[src/rtl/spike_packet_encoder.sv]
// Scans a captured per-neuron spike vector and emits one {dx, dy, idx} packet per firing neuron.
// Optional per-frame accepted-packet counter: define SPIKE_COUNT_EN to add spike_count_o.
module spike_packet_encoder #(
    parameter int NUM_NEURONS = 256,
    parameter int IDX_W       = 8,
    parameter int DXY_W       = 9
) (
    input  logic                       clk_i,
    input  logic                       rst_ni,
    input  logic [NUM_NEURONS-1:0]     spikes_i,
    input  logic                       spikes_valid_i,
    output logic                       spikes_ready_o,
    input  logic [DXY_W-1:0]           dest_dx_i,
    input  logic [DXY_W-1:0]           dest_dy_i,
    output logic [2*DXY_W+IDX_W-1:0]   pkt_o,
    output logic                       pkt_valid_o,
    input  logic                       pkt_ready_i,
    output logic                       busy_o,
    output logic                       done_o,
`ifdef SPIKE_COUNT_EN
    output logic [IDX_W:0]             spike_count_o,
`endif
    output logic [1:0]                 dbg_state_o
);

    localparam int PKT_W = 2*DXY_W + IDX_W;
    localparam logic [IDX_W-1:0] LAST_IDX = IDX_W'(NUM_NEURONS - 1);

    typedef enum logic [1:0] {
        ST_IDLE = 2'd0,
        ST_SCAN = 2'd1,
        ST_SEND = 2'd2,
        ST_DONE = 2'd3
    } state_e;

    state_e                 state_q, state_d;
    logic [NUM_NEURONS-1:0] vec_q, vec_d;
    logic [IDX_W-1:0]       idx_q, idx_d;
    logic [DXY_W-1:0]       dx_q, dx_d;
    logic [DXY_W-1:0]       dy_q, dy_d;
    logic [PKT_W-1:0]       pkt_q, pkt_d;
    logic                   pkt_valid_q, pkt_valid_d;
    logic                   done_q, done_d;
    logic                   busy_q, busy_d;
    logic                   ready_q, ready_d;
    logic                   load;
    logic                   accept;

    // Both sides use valid/ready: a transfer happens on a rising edge where valid and ready
    // are both high; the producer holds its payload stable while valid is high and ready is low.
    assign load   = (state_q == ST_IDLE) && spikes_valid_i;
    assign accept = (state_q == ST_SEND) && pkt_ready_i;

    always_comb begin
        state_d = state_q;
        vec_d   = vec_q;
        idx_d   = idx_q;
        dx_d    = dx_q;
        dy_d    = dy_q;
        pkt_d   = pkt_q;
        unique case (state_q)
            ST_IDLE: begin
                if (spikes_valid_i) begin
                    vec_d   = spikes_i;
                    dx_d    = dest_dx_i;
                    dy_d    = dest_dy_i;
                    idx_d   = '0;
                    state_d = ST_SCAN;
                end
            end
            ST_SCAN: begin
                if (vec_q[idx_q]) begin
                    pkt_d   = {dx_q, dy_q, idx_q};
                    state_d = ST_SEND;
                end else if (idx_q == LAST_IDX) begin
                    state_d = ST_DONE;
                end else begin
                    idx_d = idx_q + 1'b1;
                end
            end
            ST_SEND: begin
                if (pkt_ready_i) begin
                    if (idx_q == LAST_IDX) begin
                        state_d = ST_DONE;
                    end else begin
                        idx_d   = idx_q + 1'b1;
                        state_d = ST_SCAN;
                    end
                end
            end
            ST_DONE: begin
                state_d = ST_IDLE;
            end
            default: begin
                state_d = ST_IDLE;
            end
        endcase
        // Status outputs are registered from the next state so they line up with state_q.
        pkt_valid_d = (state_d == ST_SEND);
        done_d      = (state_d == ST_DONE);
        busy_d      = (state_d != ST_IDLE);
        ready_d     = (state_d == ST_IDLE);
    end

    always_ff @(posedge clk_i or negedge rst_ni) begin
        if (!rst_ni) begin
            state_q     <= ST_IDLE;
            vec_q       <= '0;
            idx_q       <= '0;
            dx_q        <= '0;
            dy_q        <= '0;
            pkt_q       <= '0;
            pkt_valid_q <= 1'b0;
            done_q      <= 1'b0;
            busy_q      <= 1'b0;
            ready_q     <= 1'b1;
        end else begin
            state_q     <= state_d;
            vec_q       <= vec_d;
            idx_q       <= idx_d;
            dx_q        <= dx_d;
            dy_q        <= dy_d;
            pkt_q       <= pkt_d;
            pkt_valid_q <= pkt_valid_d;
            done_q      <= done_d;
            busy_q      <= busy_d;
            ready_q     <= ready_d;
        end
    end

`ifdef SPIKE_COUNT_EN
    logic [IDX_W:0] cnt_q, cnt_d;

    // Wide enough to hold NUM_NEURONS when every neuron fires.
    always_comb begin
        cnt_d = cnt_q;
        if (load) begin
            cnt_d = '0;
        end else if (accept) begin
            cnt_d = cnt_q + (IDX_W+1)'(1);
        end
    end

    always_ff @(posedge clk_i or negedge rst_ni) begin
        if (!rst_ni) begin
            cnt_q <= '0;
        end else begin
            cnt_q <= cnt_d;
        end
    end

    assign spike_count_o = cnt_q;
`else
    logic unused_accept;
    assign unused_accept = accept ^ load;
`endif

    assign pkt_o          = pkt_q;
    assign pkt_valid_o    = pkt_valid_q;
    assign done_o         = done_q;
    assign busy_o         = busy_q;
    assign spikes_ready_o = ready_q;
    assign dbg_state_o    = state_q;

endmodule

[config.mk]
export PLATFORM = sky130hd
export DESIGN_NAME = spike_packet_encoder
export DESIGN_NICKNAME = d
export VERILOG_FILES = /design/src/rtl/spike_packet_encoder.sv
export SDC_FILE = /design/constraint.sdc
export NUM_CORES = 1
export LEC_CHECK = 0
export CORE_ASPECT_RATIO = 1.25
export CORE_MARGIN = 4
export CORE_UTILIZATION = 40
export DETAILED_ROUTE_END_ITERATION = 12
export PLACE_DENSITY = 0.76
export SLEW_MARGIN = 0
export SYNTH_ARGS = -nofsm -noshare
export SYNTH_HDL_FRONTEND = slang
export SYNTH_SLANG_ARGS = --single-unit
export TNS_END_PERCENT = 30
[constraint.sdc]
create_clock -name clk_i -period 2.6 [get_ports clk_i]
set_input_delay 0.39 -clock clk_i [delete_from_list [all_inputs] [get_ports clk_i]]
set_output_delay 0.39 -clock clk_i [all_outputs]
set_load 0.005 [all_outputs]
==> reports/metrics.yaml <==
cts_tree: "done"
fin_ws_ns: -0.4931
critical_path.cell_chain: "buf_6 -> buf_12 -> buf_6 -> mux4_2 -> a211o_1 -> a31oi_4 -> o32ai_4 -> a311oi_4 -> buf_6 -> buf_12 -> mux2_4"
cts_made_buffers: 34
postSynthNetCount: 1220
synthArstFlopShare: 1.000
die_width_um: 175.5
setup_violations: 40
slew_headroom: 0.5181
num_rows: 76
net-switching-power_mw: 6.999
r2r-start: "idx_q[0]$_DFFE_PN0P_"
vias_per_cell: 5.216
grt_max_degree: 88
globalRoute.totalOverflow: 0
slew_worst_pin_ns: 0.7228
gp_routability_congestion: 0.8336
buffers_on_ports: 309
critPathCaptureType: "register"
worst_ir_drop_vdd_mv: 0.5551
layout_min_cycle_time_ns: 3.093
worstPathMaxFanout: 8
place.detailed.instances: 1725
setup_slack_reg_to_reg_ns: -0.49
postSynth.topFlopCell: "sky130_fd_sc_hd__dfrtp_1"
dr_total_vias: 9435
avgRoutedWirePerCell_um: 21.60
drv.max_cap_violation_count: 0
floorplan.core_area_sq_um: 34520
syn-mean-instance-area_sq_um: 14.99
commonest_cells_after_routing_fill_and_taps_aside: "311 x sky130_fd_sc_hd__dfrtp_1, 308 x sky130_fd_sc_hd__clkdlybuf4s50_1, 274 x sky130_fd_sc_hd__mux2_2"
layout.cells.most_common: "sky130_fd_sc_hd__dfrtp_1"
antenna_left: 0
drive_gt1_frac: 0.3993
grt_first_pass_wirelength_mm: 60.08
timing.critical_path.depth: 11
critical_path.max_stage_delay_ns: 0.51
placed_cell_area_sq_um: 18300
cellInternalPower_mw: 16.38
design_power_mw: 23.38
wirelength_mm: 39.08
finalCritPeriodShare: 1.190
crit_required_ns: 2.99
fin_cells: 1809
pwr_density_cell_nw_per_um2: 1169
power_leakage_nw: 8.323
yosysSeqAreaShare: 0.5601
timing.critical_path.from: "idx_q[0]$_DFFE_PN0P_"
dp_hpwl_mm: 28.16
cts.clk_slew.worst_paths_ns: 0.06
run_status: "finished, violations left"
hold_violations: 0
ys_types: 48
startpoint_type: "register"
post-route-util: 0.5797
tritoncts_num_sinks: 314
crit_type: "reg -> reg"
stdcell_area_sq_um: 20010
worst_r2r_path_depth: 11
cp.buffers_inverters: 5
htree_num_levels: 2
worstHoldStart: "spikes_i[199]"
critPathTopFamily: "compound AO/OA/AOI/OAI gates"
synth-edff-count: 0
clock_insertion_delay_worst_skew_ns: 0.51
fp.dieH_um: 217.4
timing.critical_path.mode_cell: "sky130_fd_sc_hd__buf_6"
yosysWarningCount: 0
power_frac_comb: 0.416
synth-seq-cells: 314
io-pin-count: 310
drtPass1Iterations: 5
cp_data_arrival_time_ns: 3.49
grt_antenna_before_repair: 6
seq_power_share: 0.369
power_frac_clock: 0.215
worst_setup_path_endpoint: "pkt_o[14]$_DFFE_PN0P_"
slew_viol_final: 0
grt_pass1_vias: 10560
fmax_mhz: 323.3
netlist_area_sq_um: 14030
max-clock-path-buffers: 3
finClkSkew_ns: 0.009218
cpMaxStageDelayCell: "sky130_fd_sc_hd__dfrtp_4"
syn2layout_area_growth_pct: 42.62
post-route-drc-count: 0
failing_checks: "setup timing"
dr.first_iter.drc_count: 462
power_switching_share: 0.2993
cts_root_buf: "sky130_fd_sc_hd__clkbuf_16"
start_util: 0.4065
finish.net_count: 1596
rsz0062_at_grt: "yes"
die_area_sq_um: 38160
layout.filler_cells: 2707
holdCritPathClass: "in -> reg"
reg2reg_end: "pkt_o[14]$_DFFE_PN0P_"
synthCells: 936
overall_global_routing_resource_usage: 0.2034
==> power by group through the flow <==
stage | combinational, mW | sequential [mW] | clock (mW)
6_report | 9.73 | 8.64 | 5.02
5_1_grt | 10.5 | 8.90 | 5.32
4_1_cts | 9.82 | 8.61 | 5.11
3_5_place_dp | 8.86 | 8.68 | 0
3_3_place_gp | 8.62 | 8.54 | 0
2_1_floorplan | 6.05 | 8.18 | 0
==> registers in the layout (all words and copies together) (netlist names) <==
signal / count
dy_q: 9
dbg_state_o: 2
pkt_o: 26
spikes_ready_o: 1
busy_o: 1
pkt_valid_o: 1
dx_q: 9
done_o: 1
vec_q: 256
idx_q: 8
==> per-stage QoR <==
stage                     setup TNS [ns]  hold WS, ns  setup slack (ns)
after floorplan                   -2.883      0.09441           -0.1227
after global placement            -17.68       0.4573           -0.4972
after detailed placement          -19.00       0.4658           -0.5408
after CTS                         -17.10       0.4624           -0.4888
after global routing              -20.43       0.4751           -0.5823
final                             -16.96       0.4851           -0.4931
==> how the worst min path moves through the flow <==
stage | depth (start not counted) | end
final | 2 | vec_q[199]$_DFFE_PN0P_
after global routing | 2 | vec_q[165]$_DFFE_PN0P_
after CTS | 2 | vec_q[199]$_DFFE_PN0P_
after detailed placement | 1 | vec_q[0]$_DFFE_PN0P_
after global placement | 1 | pkt_o[17]$_DFFE_PN0P_
after floorplan | 0 | busy_o$_DFF_PN0_
==> cells in the mapped netlist (5+ instances only) <==
cell	instances	area, sq um
sky130_fd_sc_hd__o21ai_0	9	45.04
sky130_fd_sc_hd__nor2b_1	8	50.05
sky130_fd_sc_hd__and2_1	6	37.54
sky130_fd_sc_hd__mux4_2	53	1194
sky130_fd_sc_hd__nor2_1	16	60.06
sky130_fd_sc_hd__a21oi_1	13	65.06
sky130_fd_sc_hd__o21ai_1	6	30.03
sky130_fd_sc_hd__dfrtp_1	313	7833
sky130_fd_sc_hd__ha_1	6	75.07
sky130_fd_sc_hd__a31oi_1	10	62.56
sky130_fd_sc_hd__inv_1	5	18.77
sky130_fd_sc_hd__clkbuf_1	41	153.9
sky130_fd_sc_hd__mux2i_1	27	270.3
sky130_fd_sc_hd__nand2_1	34	127.6
sky130_fd_sc_hd__mux2_1	21	236.5
sky130_fd_sc_hd__nor3_1	7	35.03
sky130_fd_sc_hd__nand3_1	9	45.04
sky130_fd_sc_hd__nand2b_1	5	31.28
sky130_fd_sc_hd__a22oi_1	12	90.09
sky130_fd_sc_hd__mux2_2	274	3085
sky130_fd_sc_hd__buf_4	8	60.06
sky130_fd_sc_hd__buf_2	12	60.06
==> layer usage <==
metal  GRT usage  up-vias  wire length [um]
met5           0        -                 0
met2      0.3484      313             19740
li1            -     4219                 -
met4     0.07540        0              1212
met1      0.2551     4838             15750
met3     0.04361       65              2376
==> logic make-up after synthesis <==
group | count (synthesis) | share of synthesized area
simple gates | 91 | 0.03050
compound gates | 79 | 0.03968
buf+inv | 71 | 0.02327
flops | 314 | 0.5601
fa+ha+maj | 6 | 0.005350
mux | 375 | 0.3411
==> final cells by class <==
cell class / instances / area, sq um / share of cell area
well taps: 468 / 585.6 / 0.02926
clock inverters: 11 / 143.9 / 0.007191
diodes: 6 / 15.01 / 0.0007503
clock buffers: 48 / 1027 / 0.05134
repair buffers: 403 / 4223 / 0.2110
flip-flops and latches: 314 / 7866 / 0.3931
multi-input cells: 551 / 6120 / 0.3058
inverters: 8 / 30.03 / 0.001501
==> repair_timing <==
item | CTS | global route
pin swaps | 16 | 10
gates resized for setup | 52 | 20
hold buffers | 1 | 0
cloned | 5 | 1
setup buffers | 15 | 2
endpoints found under the setup margin | 40 | 40
endpoints found under the hold margin | 75 | 0
No activity file was read; power rests on OpenSTA's default activity.
==> RTL edit 1 (same flow settings) <==
The parameter `DXY_W` goes from 9 to 13.
--- a/src/rtl/spike_packet_encoder.sv
+++ b/src/rtl/spike_packet_encoder.sv
@@ -3,7 +3,7 @@
 module spike_packet_encoder #(
     parameter int NUM_NEURONS = 256,
     parameter int IDX_W       = 8,
-    parameter int DXY_W       = 9
+    parameter int DXY_W       = 13
 ) (
     input  logic                       clk_i,
     input  logic                       rst_ni,
Ports: changed (resized dest_dx_i, dest_dy_i and pkt_o); port bits go from 310 to 326. No check against the original RTL was run, so the function may have changed too.
==> RTL edit 1 against the unedited design <==
- the run still ends with negative setup slack left
- sequential cell count increased by 16
- setup slack got worse by 17 ps
- fmax shrank 0.55%
- synthesized area is 5.2% higher
- routed wire length is 4.9% higher
- die area up 5.0%
- synthesized cell count grew 5.7%
- power increased by 5.1%
- cell area rose by 4.4%
- critical endpoint is now idx_q[1]$_DFFE_PN0P_
==> RTL edit 1: results (changes against the unedited design) <==
[sta]
setup_viol = 47  ; +18%
setup_ws_ps = -510  ; -17.1 ps
hold_slack_ps = 388  ; -96.9 ps
finClkSkew_ps = 13.0  ; +3.82 ps
slew_headroom = 0.697  ; +0.179

[logic_synthesis]
synth_seq_area_share = 0.559  ; -0.000791
synth-async-reset-ratio = 1.00  ; unchanged
synth_nets = 1281  ; +5.0%
synthTopCellsByArea = dfrtp_1, mux2_2, mux4_2
yosys_warnings = 0  ; unchanged
synth.distinct_cells = 49  ; +2.1%
synth.most_common_cell = dfrtp_1
yosys-top-cells-count = dfrtp_1, mux2_2, mux4_2

[global_route]
antenna_found_initial = 14  ; +8
grt_pass1_wl_mm = 61.8  ; +2.9%
first_global_vias = 10900  ; +3.6%
grt_start_max_net_pins = 80  ; -9.1%
track_usage = 0.196  ; -0.00737

[status]
violations = negative setup slack
outcome = complete, but fails checks

[clock_network]
numCtsBuffers = 36  ; +5.9%
clk_path_buf_depth = 3  ; unchanged
clkTransAtPathRegs_ps = 60  ; about the same
htreeDepth = 2  ; unchanged
root_buffer = clkbuf_16
clk_latency_ps = 520

[final_layout]
final_nets = 1668  ; +4.5%
layout-drive-gt1-share = 0.392  ; -0.00683
nFillCells = 2886  ; +6.6%
max_flop_register = vec_q
largest_reg_flops = 256  ; unchanged

[route]
drt_first_iter_violations = 506  ; +9.5%
wirelength_mm = 41.0  ; +4.9%
drtPass1Iterations = 5  ; unchanged
vias = 9989  ; +5.9%

[placement]
place_hpwl_mm = 30.0  ; +6.5%
dpl_cell_area_um2 = 19200  ; +4.7%
pre_cts_slack_ps = -666  ; -125 ps
routabilityCongestion = 0.862  ; +3.4%
numPortBuffers = 325  ; +5.2%

[worst_setup_path]
reg2reg_from = idx_q[0]$_DFFE_PN0P_
setup.worst_path.class = reg -> reg
r2r_cells = 13  ; +2
crit_path_end = idx_q[1]$_DFFE_PN0P_
worst-endpoint-arrival_ps = 3510  ; +20 ps
cp_max_fo = 8  ; unchanged
cp_slowest_cell = dfrtp_4
slowest_delay_ps = 510  ; about the same
cp_top_family = simple AND/OR/NAND/NOR gates

[power_and_ir_drop]
ir_drop_uv = 612  ; +10%
power.leakage_nw = 8.74  ; +5.0%

[min_path]
holdCritPathClass = in -> async

-- RTL edit 1: changes by cell type in the layout (fill, tap and decap cells not counted), moves of 7 or more --
cell             delta
nand3_1             +9
a22oi_1             +7
clkdlybuf4s50_1    +16
diode_2             +8
dfrtp_1            +16
mux2_2             +13
-- RTL edit 1: through the flow --
step	setup TNS, ps	instances	total power [mW]
after floorplan	-13050	989	15.0
after global placement	-25620	1802	18.1
after detailed placement	-27560	1802	18.5
after CTS	-20300	1864	24.0
after global routing	-23970	1893	25.9
final	-19440	1893	24.6
-- RTL edit 1: logic make-up after synthesis --
logic type	synth area share
flip-flops	0.559
AND/OR/NAND/NOR	0.0344
multiplexers	0.337
AO/OA/AOI/OAI	0.0380
buffers and inverters	0.0263
adder cells (fa/ha/maj)	0.00508
-- RTL edit 1: routing by layer --
metal / up-vias / part of all wire / global-route usage
li1: 4463 / - / -
met1: 5121 / 0.38 / 0.229
met2: 331 / 0.53 / 0.352
met3: 74 / 0.049 / 0.0349
met4: 0 / 0.037 / 0.0890
met5: - / 0 / 0
-- RTL edit 1: power breakdown --
group | total [mW] | switching, mW | internal [mW]
clock | 5.28 | 2.04 | 3.24
combinational | 10.1 | 3.82 | 6.33
sequential | 9.14 | 1.39 | 7.74
-- RTL edit 1: what timing repair did --
action / CTS / global route
pin swaps: 1 / 18
hold endpoints to repair: 41 / 0
gates cloned: 0 / 3
gates resized for setup: 9 / 70
hold buffers: 1 / 0
setup buffers: 0 / 13
setup endpoints to repair: 48 / 48
-- RTL edit 1: area by class of cell --
class                      instances  area, um^2  area share
inverter                          10        37.5     0.00180
tap                              480         601      0.0288
clock buffer                      47        1010      0.0485
clock inverter                    14         206     0.00989
multi-input combinational        578        6370       0.305
sequential                       330        8270       0.396
antenna                           14        35.0     0.00168
timing repair buffer             420        4360       0.209
==> RTL edit 2 (same flow settings) <==
Without the edit above. Take the reset off `pkt_q` and load it in a clocked block of its own.
--- a/src/rtl/spike_packet_encoder.sv
+++ b/src/rtl/spike_packet_encoder.sv
@@ -109,7 +109,6 @@
             idx_q       <= '0;
             dx_q        <= '0;
             dy_q        <= '0;
-            pkt_q       <= '0;
             pkt_valid_q <= 1'b0;
             done_q      <= 1'b0;
             busy_q      <= 1'b0;
@@ -120,12 +119,15 @@
             idx_q       <= idx_d;
             dx_q        <= dx_d;
             dy_q        <= dy_d;
-            pkt_q       <= pkt_d;
             pkt_valid_q <= pkt_valid_d;
             done_q      <= done_d;
             busy_q      <= busy_d;
             ready_q     <= ready_d;
         end
+    end
+
+    always_ff @(posedge clk_i) begin
+        pkt_q <= pkt_d;
     end
 
 `ifdef SPIKE_COUNT_EN
Behaviour: differs if rst_ni is asserted again (counterexample within 4 cycles, from zero or initial values and one cycle with rst_ni low); with rst_ni held inactive, the same outputs for 4 cycles.
==> RTL edit 2 against the unedited design <==
- the run still ends with negative setup slack left
- largest power group is now registers
- setup slack gained 68 ps
- hold slack worse by 95 ps
- cell area shrank 2.7%
- via count down 2.8%
- die area down 1.3%
- critical path type unchanged
- sequential cell count stayed put
- synthesized area fell by 1.4%
- power shrank 4.0%
- routed wire length fell by 2.5%
==> RTL edit 2: results (changes against the unedited design) <==
[clock_network]
htreeDepth = 1  ; -1

[logic_synthesis]
syn_inst = 887  ; -5.2%
synthTopCellsByArea = dfrtp_1, mux2_2, mux4_2
yosys-top-cells-count = dfrtp_1, mux2_2, mux4_2

[sta]
setup_ws_ps = -425  ; +68.4 ps
setup_viol = 40  ; unchanged
tightest_slew_ps = 619  ; -103 ps

[worst_setup_path]
r2r-end = pkt_o[7]$_DFFE_PP_
cp_max_fo = 9  ; +1
worst-endpoint-arrival_ps = 3360  ; -130 ps

[final_layout]
layout-drive-gt1-share = 0.392  ; -0.00684
final_nets = 1553  ; -2.7%

[min_path]
holdCritPathClass = in -> async

[power_and_ir_drop]
ir_drop_uv = 520  ; -6.3%
power.leakage_nw = 7.89  ; -5.2%

[route]
drt_first_iter_violations = 612  ; +32%
avgRoutedWirePerCell_um = 21.7  ; +0.43%
vias_per_cell = 5.22  ; +0.12%

[placement]
place_inst = 1676  ; -2.8%
place_hpwl_mm = 28.1  ; -0.39%

[status]
violations = negative setup slack
outcome = complete, but fails checks

[global_route]
grt_pass1_wl_mm = 58.3  ; -2.9%
grt_start_max_net_pins = 78  ; -11%
antenna_found_initial = 3  ; -3

==> RTL edit 2: worst min path at each step <==
stage	endpoint	slack [ps]	start	cells after the start
floorplan	busy_o$_DFF_PN0_	90	rst_ni	0
global placement	vec_q[70]$_DFFE_PN0P_	410	rst_ni	1
detailed placement	vec_q[70]$_DFFE_PN0P_	410	rst_ni	1
CTS	vec_q[140]$_DFFE_PN0P_	400	spikes_i[140]	2
global route	vec_q[234]$_DFFE_PN0P_	410	spikes_i[234]	2
finish	vec_q[70]$_DFFE_PN0P_	390	rst_ni	2
==> RTL edit 2: kinds of logic after synthesis <==
kind of cell,synth area share
muxes,0.331
DFF,0.577
AOI/OAI and AO/OA,0.0397
and+or+nand+nor,0.0249
buffers and inverters,0.0221
adders and majority gates,0.00542
==> RTL edit 2: what timing repair did <==
item	4_1_cts	5_1_grt
gates cloned	2	1
hold buffers	1	0
endpoints found under the setup margin	40	40
hold endpoints to repair	67	0
buffers inserted	15	4
pin swaps	8	8
gates resized for setup	14	19
==> RTL edit 2: power by group <==
group	switching [mW]	internal [mW]	total (mW)
clock	1.93	3.00	4.93
sequential	1.29	7.50	8.79
combinational	3.37	5.36	8.73
==> RTL edit 2: worst max-delay path, delay by kind of cell, from the launching register on <==
kind | cells | cell delay, ps
AO/OA/AOI/OAI | 5 | 1060
buffers and inverters | 4 | 620
flip-flops | 1 | 540
multiplexers | 1 | 530
AND/OR/NAND/NOR | 1 | 50
==> RTL edit 2: metrics by stage <==
step	power [mW]	area (um^2)
global placement	16.6	18000
detailed placement	16.9	18000
global route	23.7	19500
finish	22.4	19500
floorplan	13.9	13900
CTS	22.4	19300
==> RTL edit 2: area by class of cell <==
cell class,count,share of cell area
antenna,2,0.000257
clock buffer,37,0.0436
clock inverter,19,0.0141
inverter,13,0.00251
multi-input combinational,503,0.290
sequential,314,0.411
tap,462,0.0297
timing repair buffer,406,0.209
==> RTL edit 2: per-layer routing <==
metal  vias up  track usage  routed length (um)
li1       4093            -                   -
met1      4692        0.244               14800
met2       307        0.350               19600
met3        76       0.0357                2130
met4         2       0.0729                1530
met5         -            0                  13
